### src/rtl/fetch_stage.sv
// LEGv8 IF stage: PC register, PC+4 / branch-target select and the IF/ID pipeline register.
// Define FETCH_STALL_COUNTER_EN to add the saturating stall_count output.
module fetch_stage #(
    parameter int          N         = 64,
    parameter logic [N-1:0] RESET_PC  = '0,
    parameter logic [31:0] NOP_INSTR = 32'h8B1F03FF
) (
    input  logic         clk,
    input  logic         reset,
    input  logic         PCWrite,
    input  logic         IF_IDWrite,
    input  logic         PCSrc,
    input  logic [N-1:0] branch_target,
    input  logic         IF_IDFlush,
    output logic [N-1:0] imem_addr,
    input  logic [31:0]  imem_data,
    output logic [N-1:0] IF_ID_pc,
    output logic [31:0]  IF_ID_instr,
`ifdef FETCH_STALL_COUNTER_EN
    output logic         IF_ID_valid,
    output logic [31:0]  stall_count
`else
    output logic         IF_ID_valid
`endif
);

    logic [N-1:0] r_pc;
    logic [N-1:0] w_pc_plus4;
    logic [N-1:0] w_pc_next;
    logic [N-1:0] r_if_id_pc;
    logic [31:0]  r_if_id_instr;
    logic         r_if_id_valid;

    // Adder wraps naturally modulo 2^N.
    assign w_pc_plus4 = r_pc + {{(N-3){1'b0}}, 3'd4};

    // A taken branch wins over a stall: the stalled younger instructions are being squashed anyway.
    always_comb begin
        w_pc_next = r_pc;
        if (PCSrc)
            w_pc_next = branch_target;
        else if (PCWrite)
            w_pc_next = w_pc_plus4;
    end

    always_ff @(posedge clk or posedge reset) begin
        if (reset)
            r_pc <= RESET_PC;
        else
            r_pc <= w_pc_next;
    end

    always_ff @(posedge clk or posedge reset) begin
        if (reset) begin
            r_if_id_pc    <= '0;
            r_if_id_instr <= NOP_INSTR;
            r_if_id_valid <= 1'b0;
        end else if (IF_IDFlush) begin
            r_if_id_pc    <= r_pc;
            r_if_id_instr <= NOP_INSTR;
            r_if_id_valid <= 1'b0;
        end else if (IF_IDWrite) begin
            r_if_id_pc    <= r_pc;
            r_if_id_instr <= imem_data;
            r_if_id_valid <= 1'b1;
        end
    end

    assign imem_addr   = r_pc;
    assign IF_ID_pc    = r_if_id_pc;
    assign IF_ID_instr = r_if_id_instr;
    assign IF_ID_valid = r_if_id_valid;

`ifdef FETCH_STALL_COUNTER_EN
    logic [31:0] r_stall_count;

    always_ff @(posedge clk or posedge reset) begin
        if (reset)
            r_stall_count <= '0;
        else if (!PCWrite && !PCSrc && (r_stall_count != 32'hFFFF_FFFF))
            r_stall_count <= r_stall_count + 32'd1;
    end

    assign stall_count = r_stall_count;
`endif

endmodule

### config.mk
export PLATFORM = sky130hd
export DESIGN_NAME = fetch_stage
export DESIGN_NICKNAME = d
export VERILOG_FILES = /design/src/rtl/fetch_stage.sv
export SDC_FILE = /design/constraint.sdc
export NUM_CORES = 1
export LEC_CHECK = 0
export CELL_PAD_IN_SITES_DETAIL_PLACEMENT = 1
export CELL_PAD_IN_SITES_GLOBAL_PLACEMENT = 1
export CORE_MARGIN = 3
export CORE_UTILIZATION = 35
export DETAILED_ROUTE_END_ITERATION = 10
export DONT_BUFFER_PORTS = 1
export GPL_TIMING_DRIVEN = 0
export PLACE_DENSITY_LB_ADDON = 0.1
export SYNTH_ARGS = -nofsm -noshare
export SYNTH_HDL_FRONTEND = slang
export SYNTH_SLANG_ARGS = --single-unit
### constraint.sdc
create_clock -name clk -period 6.1 [get_ports clk]
set_clock_uncertainty 0.2 [all_clocks]
set_input_delay 1.22 -clock clk [delete_from_list [all_inputs] [get_ports clk]]
set_output_delay 1.22 -clock clk [all_outputs]
set_load 0.05 [all_outputs]
; ---- Word-level counts from Yosys, hierarchy flattened
; Cells that the tools add are included.
[word_totals]
inputBits = 102
reg_bits = 161
[classes]
mux = 8
add_sub_neg = 1
reduce_logical = 2
[ops]
columns = operator, n
row1 = $mux W64, 4
row2 = $add A64 B3 Y64 const B, 1
row3 = $mux W32, 2
row4 = $reduce_bool A2 Y1, 2
row5 = $mux W1, 2

; ---- Longest topological paths before layout
; Gate-level depths: netlist of run 1.
[logic_depth]
ltp_word = 3
depth_mapped = 10

; ---- Worst setup path after synthesis of run 1
; No wires, ideal clock.
[synth_path]
path_kind = input-to-reg
from = in PCWrite
to = reg r_pc[56] (netlist: imem_addr[56])
path_buffers = 4
setup_ps = 141
setup_slack_ps = 2985
arrival_time_ps = 2774
cell_stages = 9
cell_sequence = and2_1 > clkbuf_1 > and4_1 > clkbuf_1 > nand3_1 > clkbuf_1 > clkbuf_1 > o31ai_1 > a31oi_1
[synth_via]
elab_chain_len = 1
[synth_lines]
columns = item, line
row1 = start: declaration, 10  ; input logic PCWrite,
row2 = $reduce_bool A2 Y1 (no source line), n/a
row3 = end signal: assignment, 50  ; r_pc <= w_pc_next;
row4 = end: declaration, 27  ; logic [N-1:0] r_pc;
; No other way between the ends.
; A chain may end at the register's enable or synchronous reset.

; ---- Final worst setup path of run 1
[layout_path]
from = reg r_pc[2] (netlist: imem_addr[2])
to = reg r_pc[44] (netlist: imem_addr[44])
[layout_via]
elab_chain_len = 3
[layout_lines]
columns = item, line
row1 = $add A64 B3 Y64, 35  ; assign w_pc_plus4 = r_pc + {{(N-3){1'b0}}, 3'd4};
row2 = $mux W64, 42  ; else if (PCWrite)
row3 = $mux W64, 40  ; if (PCSrc)
; No other way between the ends. The select of a mux whose other input is x is not followed.

==> key figures, run 1 <==
Clock tree
  • CTS sink cnt: 161
  • Clock Tree Root: clkbuf_16
  • Hold_buf cts: 0
  • Clk buf depth: 2
  • Post-CTS sizing: 0
  • Clock transition at the registers of the reported paths: 0.07 ns
  • CTS H-tree lvls: 4
  • CTS tree: yes
  • Worst skew pair latency: 0.42 ns
  • Post-CTS setup buffers: 0
  • CTS Buf Count: 17

Synthesis
  • Post-synth top cells: dfrtp_1 (142), nand2_1 (73), mux2_2 (60), nor2_1 (44), o21ai_0 (44)
  • Primary FF master, synth: dfrtp_1
  • Register area share after synthesis: 53.3%
  • Largest cells by area after synthesis: dfrtp_1 (47%), mux2_2 (8.9%), dfstp_2 (6.6%)
  • Yosys Warn Count: 0
  • Async S/R FF share, synth: 100%
  • Most common cell in the netlist: dfrtp_1
  • Distinct cells, synth: 47
  • Leading area contributor after synthesis: dfrtp_1
  • Syn Area/Cell: 10.7 um2
  • Syn nets: 816
  • Post-synth EDFFs: 0
  • Post-Syn Area: 0.00760 mm2
  • Mapped Cells: 713
  • Seq cells post-synth: 161
  • Share of the synthesized area in the top cell type: 46.7%

Hold path
  • Worst hold path type: in2async

Timing
  • Worst-margin pin slew: 1.00 ns
  • Final period util: 61.4%
  • Min Tclk post-route: 3.74 ns
  • Final Hold Vio Count: 0
  • Setup violations, final: 0
  • RSZ-0062 raised after global routing: false
  • Max Fclk: 267 MHz
  • Final-report max-slew violation count: 0
  • Max-slew headroom: 32.5%

Die
  • Rows: 53
  • Die Height: 153 um
  • I/O pins: 263
  • Die footprint: 0.0235 mm2
  • Core area: 0.0212 mm2
  • Initial core utilization: 35.9%
  • Die W: 153 um

Power
  • Switching power share of the total: 38.3%
  • Combinational group share of total power: 8.8%
  • Switch Pwr: 1.16 mW
  • Sequential Power Share: 56.8%
  • Power, Total: 3.03 mW
  • Peak supply drop: 0.179 mV
  • Clock power frac: 34.4%
  • Int Power: 1.87 mW
  • P_leak: 3.32 nW
  • PwrDens: 355 mW/mm2

Cells and area
  • FF/Latch Area: 0.00405 mm2
  • Area grow syn2layout: 12.5%
  • Fraction of layout cells with a size suffix above 1: 16.9%
  • Final instance area: 0.00855 mm2
  • Nets: 836
  • Final non-filler cell total: 1022
  • Fillers: 2313
  • Multi-input logic area: 0.00335 mm2

Global route
  • Initial antenna violation count: 1
  • GRT Total Usage: 21.4%
  • First-pass GRT wire length: 39400 um
  • Gr ovfl total: 0
  • Largest net degree at the start of global routing: 91
  • Vias in the first global route: 6531

Critical path
  • CP most frequent cell: clkbuf_1
  • Cells along the critical path: ha_1, and2_1, clkbuf_1, and4_1, clkbuf_1, nand3_1, clkbuf_1, clkbuf_1, o31ai_1, a31oi_1
  • Slowest CP cell: dfrtp_1
  • Crit Path Category: reg2reg
  • Crit Path Max Fanout: 10
  • CP peak stage delay: 0.75 ns
  • Crit end category: register
  • CP arrival: 3.80 ns
  • CP startpoint kind: register
  • Worst Path Required: 6.16 ns

Drt
  • Routed WL: 25300 um
  • Drt wl/cell: 24.8 um
  • Antenna Nets Post-Route: 0
  • DRT Pass-1 Iters: 5
  • Vias per std cell: 5.80
  • DRC Markers: 0
  • DRT iter0 DRCs: 242
  • Via count: 5931

Status
  • Status: complete, no violations

Flow run
  • Max-cap violations: 0

Placed design
  • Gpl congestion: 0.819
  • Post-DP Area: 0.00798 mm2
  • Placed cell count: 989
  • Port buffer count: 0
  • HPWL Detailed: 18800 um
-- routing by layer --
metal	vias up	GRT usage (%)	share of wire [%]
met5	-	0	0
met2	244	34.8	48
met4	0	7.36	2.8
li1	2628	-	-
met3	40	6.34	7.4
met1	3019	27.5	42
-- per-stage QoR --
step	worst slack (ns)	hold WS (ns)	setup TNS [ns]	utilization (%)
finish	2.36	0.483	0	40.4
global route	2.06	0.502	0	40.4
CTS	2.28	0.501	0	40.4
detailed placement	2.07	0.619	0	37.7
global placement	-1.43	0.612	-200.62	37.6
floorplan	0.363	0.561	0	-
-- cells in the final DEF (no fill, tap or decap), types with 3 or more instances in the layout --
master / Yosys / routed
nor2_1: 44 / 44
a211o_1: 20 / 20
o211ai_1: 3 / 3
nand3_1: 33 / 33
buf_1: 3 / 3
nand2_1: 73 / 73
a221o_1: 3 / 3
mux2i_1: 15 / 15
a22oi_1: 9 / 9
xnor2_1: 10 / 10
xor2_1: 17 / 17
or3_2: 3 / 3
inv_6: 0 / 4
and4_1: 3 / 3
mux2_2: 60 / 60
and2_1: 7 / 7
dfstp_2: 19 / 19
nor4_1: 6 / 6
a31oi_1: 15 / 15
or4_1: 10 / 10
and3_1: 5 / 5
o31ai_1: 6 / 6
o31a_1: 3 / 3
nor2b_1: 29 / 29
or2_2: 3 / 3
dfrtp_1: 142 / 142
inv_1: 8 / 7
nor3_1: 17 / 17
nand4_1: 30 / 30
clkbuf_1: 40 / 41
or3_1: 6 / 6
clkbuf_16: 0 / 18
o311ai_0: 4 / 4
o21ai_0: 44 / 44
a41oi_1: 3 / 3
-- path summary, 6_finish.rpt --
kind | depth (start not counted) | slack (ns) | start | endpoint
setup / recovery | 10 | 2.36 | imem_addr[2] | imem_addr[44]
hold / removal | 1 | 0.48 | reset | IF_ID_pc[54]
setup reg to reg | 10 | 2.36 | imem_addr[2] | imem_addr[44]
hold reg to reg | 2 | 0.62 | IF_ID_pc[36] | IF_ID_pc[36]
max in group asynchronous | 2 | 4.37 | reset | IF_ID_pc[16]
min in group clk | 2 | 0.62 | IF_ID_pc[36] | IF_ID_pc[36]
-- worst max-delay path, delay by kind of cell (launching register included) --
family | cells | cell delay, ns
buffers and inverters | 4 | 1.27
flip-flops | 1 | 0.75
AO/OA/AOI/OAI | 2 | 0.46
AND/OR/NAND/NOR | 3 | 0.66
adder cells (fa/ha/maj) | 1 | 0.24
-- cell type report --
type | instances | area share (%)
Inverter | 8 | 0.439
Buffer | 45 | 2.00
Clock inverter | 11 | 1.04
Multi-Input combinational cell | 499 | 39.1
Tap cell | 275 | 4.02
Timing Repair Buffer | 1 | 0.322
Sequential cell | 161 | 47.4
Antenna cell | 1 | 0.0293
Clock buffer | 21 | 5.63
-- sequential cells by signal (all words and copies together) (netlist names) --
name         flops
IF_ID_valid      1
IF_ID_instr     32
IF_ID_pc        64
imem_addr       64
-- power by group through the flow --
stage	Clock, mW	Sequential (mW)	Combinational, mW
final	1.05	1.72	0.266
after global routing	1.13	1.74	0.302
after CTS	1.08	1.73	0.270
after detailed placement	0	1.75	0.269
after global placement	0	1.74	0.254
after floorplan	0	1.69	0.208
-- cell families (layout without fill, tap and decap cells) --
kind of cell,after synthesis,in the layout,synth area share (%)
AOI/OAI and AO/OA,115,115,10.3
muxes,75,75,10.9
adders and majority gates,1,1,0.165
DFF,161,161,53.3
and+or+nand+nor,281,281,19.7
other,0,1,0
buffers and inverters,53,86,2.65
xor gates and xnor gates,27,27,3.11
Note: power is estimated with default switching activity, not from simulation.
==> run 2: changes to the inputs <==
Clock period 6.1 ns to 3.4 ns, I/O delays scaled along.
==> run 2 against run 1 <==
Compared with the run above: hold slack worse by 0.46 ns; sequential power up 80%; design area up 1.3%; worst setup slack worse by 2.1 ns; utilization up 0.54 points; sequential cell count unchanged; final cell count up 0.20%; clock-buffer cell count unchanged; critical path type unchanged; critical endpoint is now imem_addr[51]; largest power group unchanged.
==> key figures, run 2 (synthesis gave the netlist of run 1 again) <==
Die
  • Die Height: 153 um
  • Initial core utilization: 35.9%
  • Die W: 153 um
  • Core area: 0.0212 mm2
  • I/O pins: 263
  • Rows: 53
  • Die footprint: 0.0235 mm2

Placed design
  • Gpl congestion: 0.821
  • HPWL Detailed: 18900 um
  • Worst slack, placed: -0.384 ns
  • Post-DP Area: 0.00804 mm2
  • Port buffer count: 0

Timing
  • Min Tclk post-route: 3.19 ns
  • Final Hold Vio Count: 0
  • Max-slew headroom: 28.4%
  • Final-report max-slew violation count: 0
  • Max Fclk: 314 MHz
  • Setup violations, final: 0
  • RSZ-0062 raised after global routing: false
  • Worst-margin pin slew: 1.07 ns
  • Final worst setup slack: 0.212 ns
  • Final period util: 93.8%

Drt
  • Drt wl/cell: 24.8 um
  • Antenna Nets Post-Route: 0
  • DRC Markers: 0
  • DRT Pass-1 Iters: 4
  • Vias per std cell: 5.79
  • Routed WL: 25300 um
  • Via count: 5930
  • DRT iter0 DRCs: 309

Clock tree
  • CTS sink cnt: 161
  • CTS tree: yes
  • Clock transition at the registers of the reported paths: 0.07 ns
  • Hold_buf cts: 0
  • CTS Buf Count: 17
  • CTS H-tree lvls: 4
  • Clock Tree Root: clkbuf_16
  • Clk buf depth: 2
  • Post-CTS setup buffers: 0
  • Worst skew pair latency: 0.42 ns

Cells and area
  • Fillers: 2290
  • Area grow syn2layout: 14.0%
  • Most frequent cells in the layout: dfrtp_1 (134), nand2_1 (73), mux2_2 (60)
  • Final instance area: 0.00867 mm2
  • Commonest non-fill, non-tap cell in the layout: dfrtp_1
  • Fraction of layout cells with a size suffix above 1: 19.1%
  • Nets: 838

Global route
  • Layer with the highest usage: met2
  • Gr ovfl total: 0
  • Met1 Track Usage GR: 26.4%
  • Vias in the first global route: 6455
  • Initial antenna violation count: 1
  • M2 GR Usage: 34.1%
  • First-pass GRT wire length: 39200 um
  • Largest net degree at the start of global routing: 41
  • Met3 Track Usage GR: 8.01%
  • GRT Total Usage: 21.2%

Critical path
  • Crit end category: register
  • Crit Path Max Fanout: 10
  • Reg2reg path depth: 6
  • CP arrival: 3.34 ns
  • Worst Path Required: 3.55 ns
  • Crit Path Category: reg2reg
  • R2R Setup Slk: 0.21 ns
  • Reg2Reg Launch Point: imem_addr[8]
  • FF-to-FF End: imem_addr[51]
  • CP startpoint kind: register

Power
  • P_leak: 3.37 nW
  • PwrDens: 633 mW/mm2
  • Peak supply drop: 0.332 mV

Status
  • Status: complete, no violations

Hold path
  • Worst hold path type: in2async

Flow run
  • Max-cap violations: 0
## run 2: cell count changes in the layout (fill, tap and decap cells not counted), sizes merged
cell    previous run  this run
clkbuf            61        60
clkinv             3         4
buf                6         9
inv               15        14
## run 2: power breakdown
group	leakage [nW]	switching (mW)	internal (mW)	total [mW]
Sequential	1.87	0.977	2.12	3.09
Combinational	1.21	0.266	0.221	0.486
Clock	0.293	0.843	1.06	1.91
Total	3.37	2.09	3.40	5.48
## run 2: how the worst max path moves through the flow
stage / start / endpoint / cells after the start
2_1_floorplan: reset / IF_ID_instr[10] / 1
3_3_place_gp: reset / imem_addr[10] / 1
3_5_place_dp: imem_addr[2] / imem_addr[34] / 10
4_1_cts: imem_addr[8] / imem_addr[51] / 6
5_1_grt: imem_addr[12] / imem_addr[36] / 7
6_report: imem_addr[8] / imem_addr[51] / 6
## run 2: per-layer routing
metal	share of wire [%]	wire length [um]
met2	48	12000
met5	0	0
met1	41	10400
met4	2.5	628
met3	9.0	2270
## run 2: what timing repair did
item,4_1_cts,5_1_grt
endpoints found under the hold margin,0,0
cloned,0,0
gates resized for setup,10,7
setup endpoints to repair,18,19
pin swaps,0,1
## run 2: critical path: stages (launching register included)
cell      delay (ns)
dfrtp_1         0.78
nand4_1         0.36
nor3_4          0.44
nand4_1         0.42
clkbuf_1        0.36
or4_1           0.46
nand3_1         0.08
## run 2: metrics by stage
step                      std cells  power [mW]  setup TNS (ns)  util, %  hold WS [ns]
after floorplan                 713        3.40               0        -         0.561
after global placement          988        3.58          -60.85     37.6         0.608
after detailed placement        992        3.63           -7.45     38.0         0.493
after CTS                      1024        5.55               0     40.9        0.0349
after global routing           1024        5.74               0     41.0        0.0526
final                          1024        5.48               0     41.0        0.0261
## run 2: final cells by class
type | count | area, um2 | share of cell area [%]
plain buffers | 44 | 170 | 1.96
clock inverters | 11 | 91.3 | 1.05
repair buffers | 4 | 87.6 | 1.01
inverters | 8 | 33.8 | 0.390
flip-flops and latches | 161 | 4070 | 46.9
clock buffers | 21 | 493 | 5.69
multi-input cells | 499 | 3380 | 39.0
well taps | 275 | 344 | 3.97
diodes | 1 | 2.50 | 0.0289
==> run 3: changes to the inputs <==
Clock period 3.4 ns to 3.29 ns, I/O delays scaled along.
==> run 3 against run 2 <==
Compared with the run above: design area increased by 0.22%; utilization increased by 0.089 points; non-clock buffer count increased by 1; worst setup slack got worse by 0.028 ns; total power increased by 3.5%; first-iteration DRC count decreased by 0.65%; die area unchanged; largest power group unchanged; critical path type unchanged; register-to-register slack got worse by 0.03 ns; global-route usage about the same.
==> key figures, run 3 (synthesis gave the netlist of run 1 again) <==
Status
  • Status: complete, no violations

Placed design
  • Placed cell count: 992
  • Worst slack, placed: -0.494 ns
  • HPWL Detailed: 18900 um
  • Gpl congestion: 0.821
  • Port buffer count: 0

Critical path
  • CP startpoint kind: register
  • Crit end category: register
  • Worst Setup SP: imem_addr[6]
  • CP arrival: 3.25 ns
  • Crit Path Max Fanout: 9
  • Cells along the critical path: nand4_4, nor4_4, or3b_1, buf_2, or4_1, a31oi_1
  • Slowest CP cell: dfrtp_1
  • CP peak stage delay: 0.79 ns
  • Reg2Reg Launch Point: imem_addr[6]
  • Crit Path Category: reg2reg
  • Worst Path Required: 3.44 ns

Die
  • Die W: 153 um
  • I/O pins: 263
  • Die footprint: 0.0235 mm2
  • Die Height: 153 um
  • Core area: 0.0212 mm2
  • Rows: 53
  • Initial core utilization: 35.9%

Drt
  • Via count: 5943
  • Vias per std cell: 5.80
  • DRT iter0 DRCs: 307
  • DRC Markers: 0
  • DRT Pass-1 Iters: 4
  • Routed WL: 25400 um
  • Antenna Nets Post-Route: 0
  • Drt wl/cell: 24.7 um

Timing
  • RSZ-0062 raised after global routing: false
  • Setup violations, final: 0
  • Final period util: 94.4%
  • Worst-margin pin slew: 1.04 ns
  • Max-slew headroom: 30.5%
  • Min Tclk post-route: 3.11 ns
  • Final-report max-slew violation count: 0
  • Max Fclk: 322 MHz
  • Setup TNS Final: 0 ns
  • Final Hold Vio Count: 0
  • Final worst setup slack: 0.184 ns

Cells and area
  • Nets: 839
  • Fraction of layout cells with a size suffix above 1: 20.0%
  • Commonest non-fill, non-tap cell in the layout: dfrtp_1
  • Area grow syn2layout: 14.3%
  • Fillers: 2285
  • Util after Layout: 41.1%
  • Final non-filler cell total: 1025
  • Most frequent cells in the layout: dfrtp_1 (129), nand2_1 (73), mux2_2 (60)

Clock tree
  • Worst skew pair latency: 0.43 ns
  • CTS Buf Count: 17
  • Clock Tree Root: clkbuf_16
  • CTS H-tree lvls: 4
  • Clk buf depth: 2
  • Clock transition at the registers of the reported paths: 0.07 ns
  • CTS sink cnt: 161
  • Hold_buf cts: 0
  • CTS tree: yes

Global route
  • Gr ovfl total: 0
  • GRT Total Usage: 21.2%
  • Vias in the first global route: 6462
  • Initial antenna violation count: 1
  • Largest net degree at the start of global routing: 41
  • First-pass GRT wire length: 39300 um

Power
  • Peak supply drop: 0.349 mV
  • PwrDens: 653 mW/mm2
  • P_leak: 3.36 nW
  • Power, Total: 5.67 mW

Hold path
  • Worst hold path type: in2async

Flow run
  • Max-cap violations: 0
==> run 3: cell count changes in the layout (fill, tap and decap cells not counted) <==
cell      delta
buf_2        +1
buf_4        +1
clkbuf_2     -1
dfrtp_1      -5
dfrtp_2      +5
nor3_1       -1
nor3_2       +1
==> run 3: routing by layer <==
metal	vias to the layer above	wire [um]	part of all wire [%]	GRT usage, %
met5	-	0	0	0
met4	0	639	2.5	7.36
met3	37	2300	9.1	8.01
met2	223	12000	47	34.1
met1	3043	10400	41	26.4
li1	2640	-	-	-
==> run 3: what timing repair did <==
item	4_1_cts	5_1_grt
resized for setup	16	8
setup endpoints to repair	22	17
pin swaps	0	2
setup buffers	0	1
==> run 3: final timing paths <==
check	end	slack (ns)	cells past startpoint
setup reg to reg	imem_addr[59]	0.18	6
hold reg to reg	IF_ID_pc[2]	0.58	1
min in group clk	IF_ID_instr[1]	0.16	1
max in group asynchronous	IF_ID_instr[0]	1.95	3
hold / removal	IF_ID_pc[55]	0.0003	1
setup / recovery	imem_addr[59]	0.18	6
==> run 3: final cells by class <==
class | instances | area [um2] | area share, %
Timing Repair Buffer | 5 | 95.1 | 1.09
Inverter | 8 | 33.8 | 0.389
Tap cell | 275 | 344 | 3.96
Buffer | 44 | 170 | 1.96
Multi-Input combinational cell | 499 | 3390 | 39.0
Antenna cell | 1 | 2.50 | 0.0288
Clock buffer | 21 | 493 | 5.67
Sequential cell | 161 | 4070 | 46.9
Clock inverter | 11 | 91.3 | 1.05
==> run 3: critical path: cells and delay by family, from the launching register on <==
kind	cells	cell delay (ns)
and+or+nand+nor	4	1.66
DFF	1	0.79
buffers and inverters	1	0.19
AOI/OAI and AO/OA	1	0.18
==> run 3: per-stage QoR <==
stage / hold slack [ns] / cell area [um2]
floorplan: 0.561 / 7610
global placement: 0.586 / 7950
detailed placement: 0.471 / 8040
CTS: 0.0129 / 8650
global route: 0.0306 / 8690
finish: 0.000289 / 8690
==> run 3: where the power goes <==
part	internal, mW	switching, mW
combinational	0.228	0.276
clock	1.10	0.875
sequential	2.19	1.01
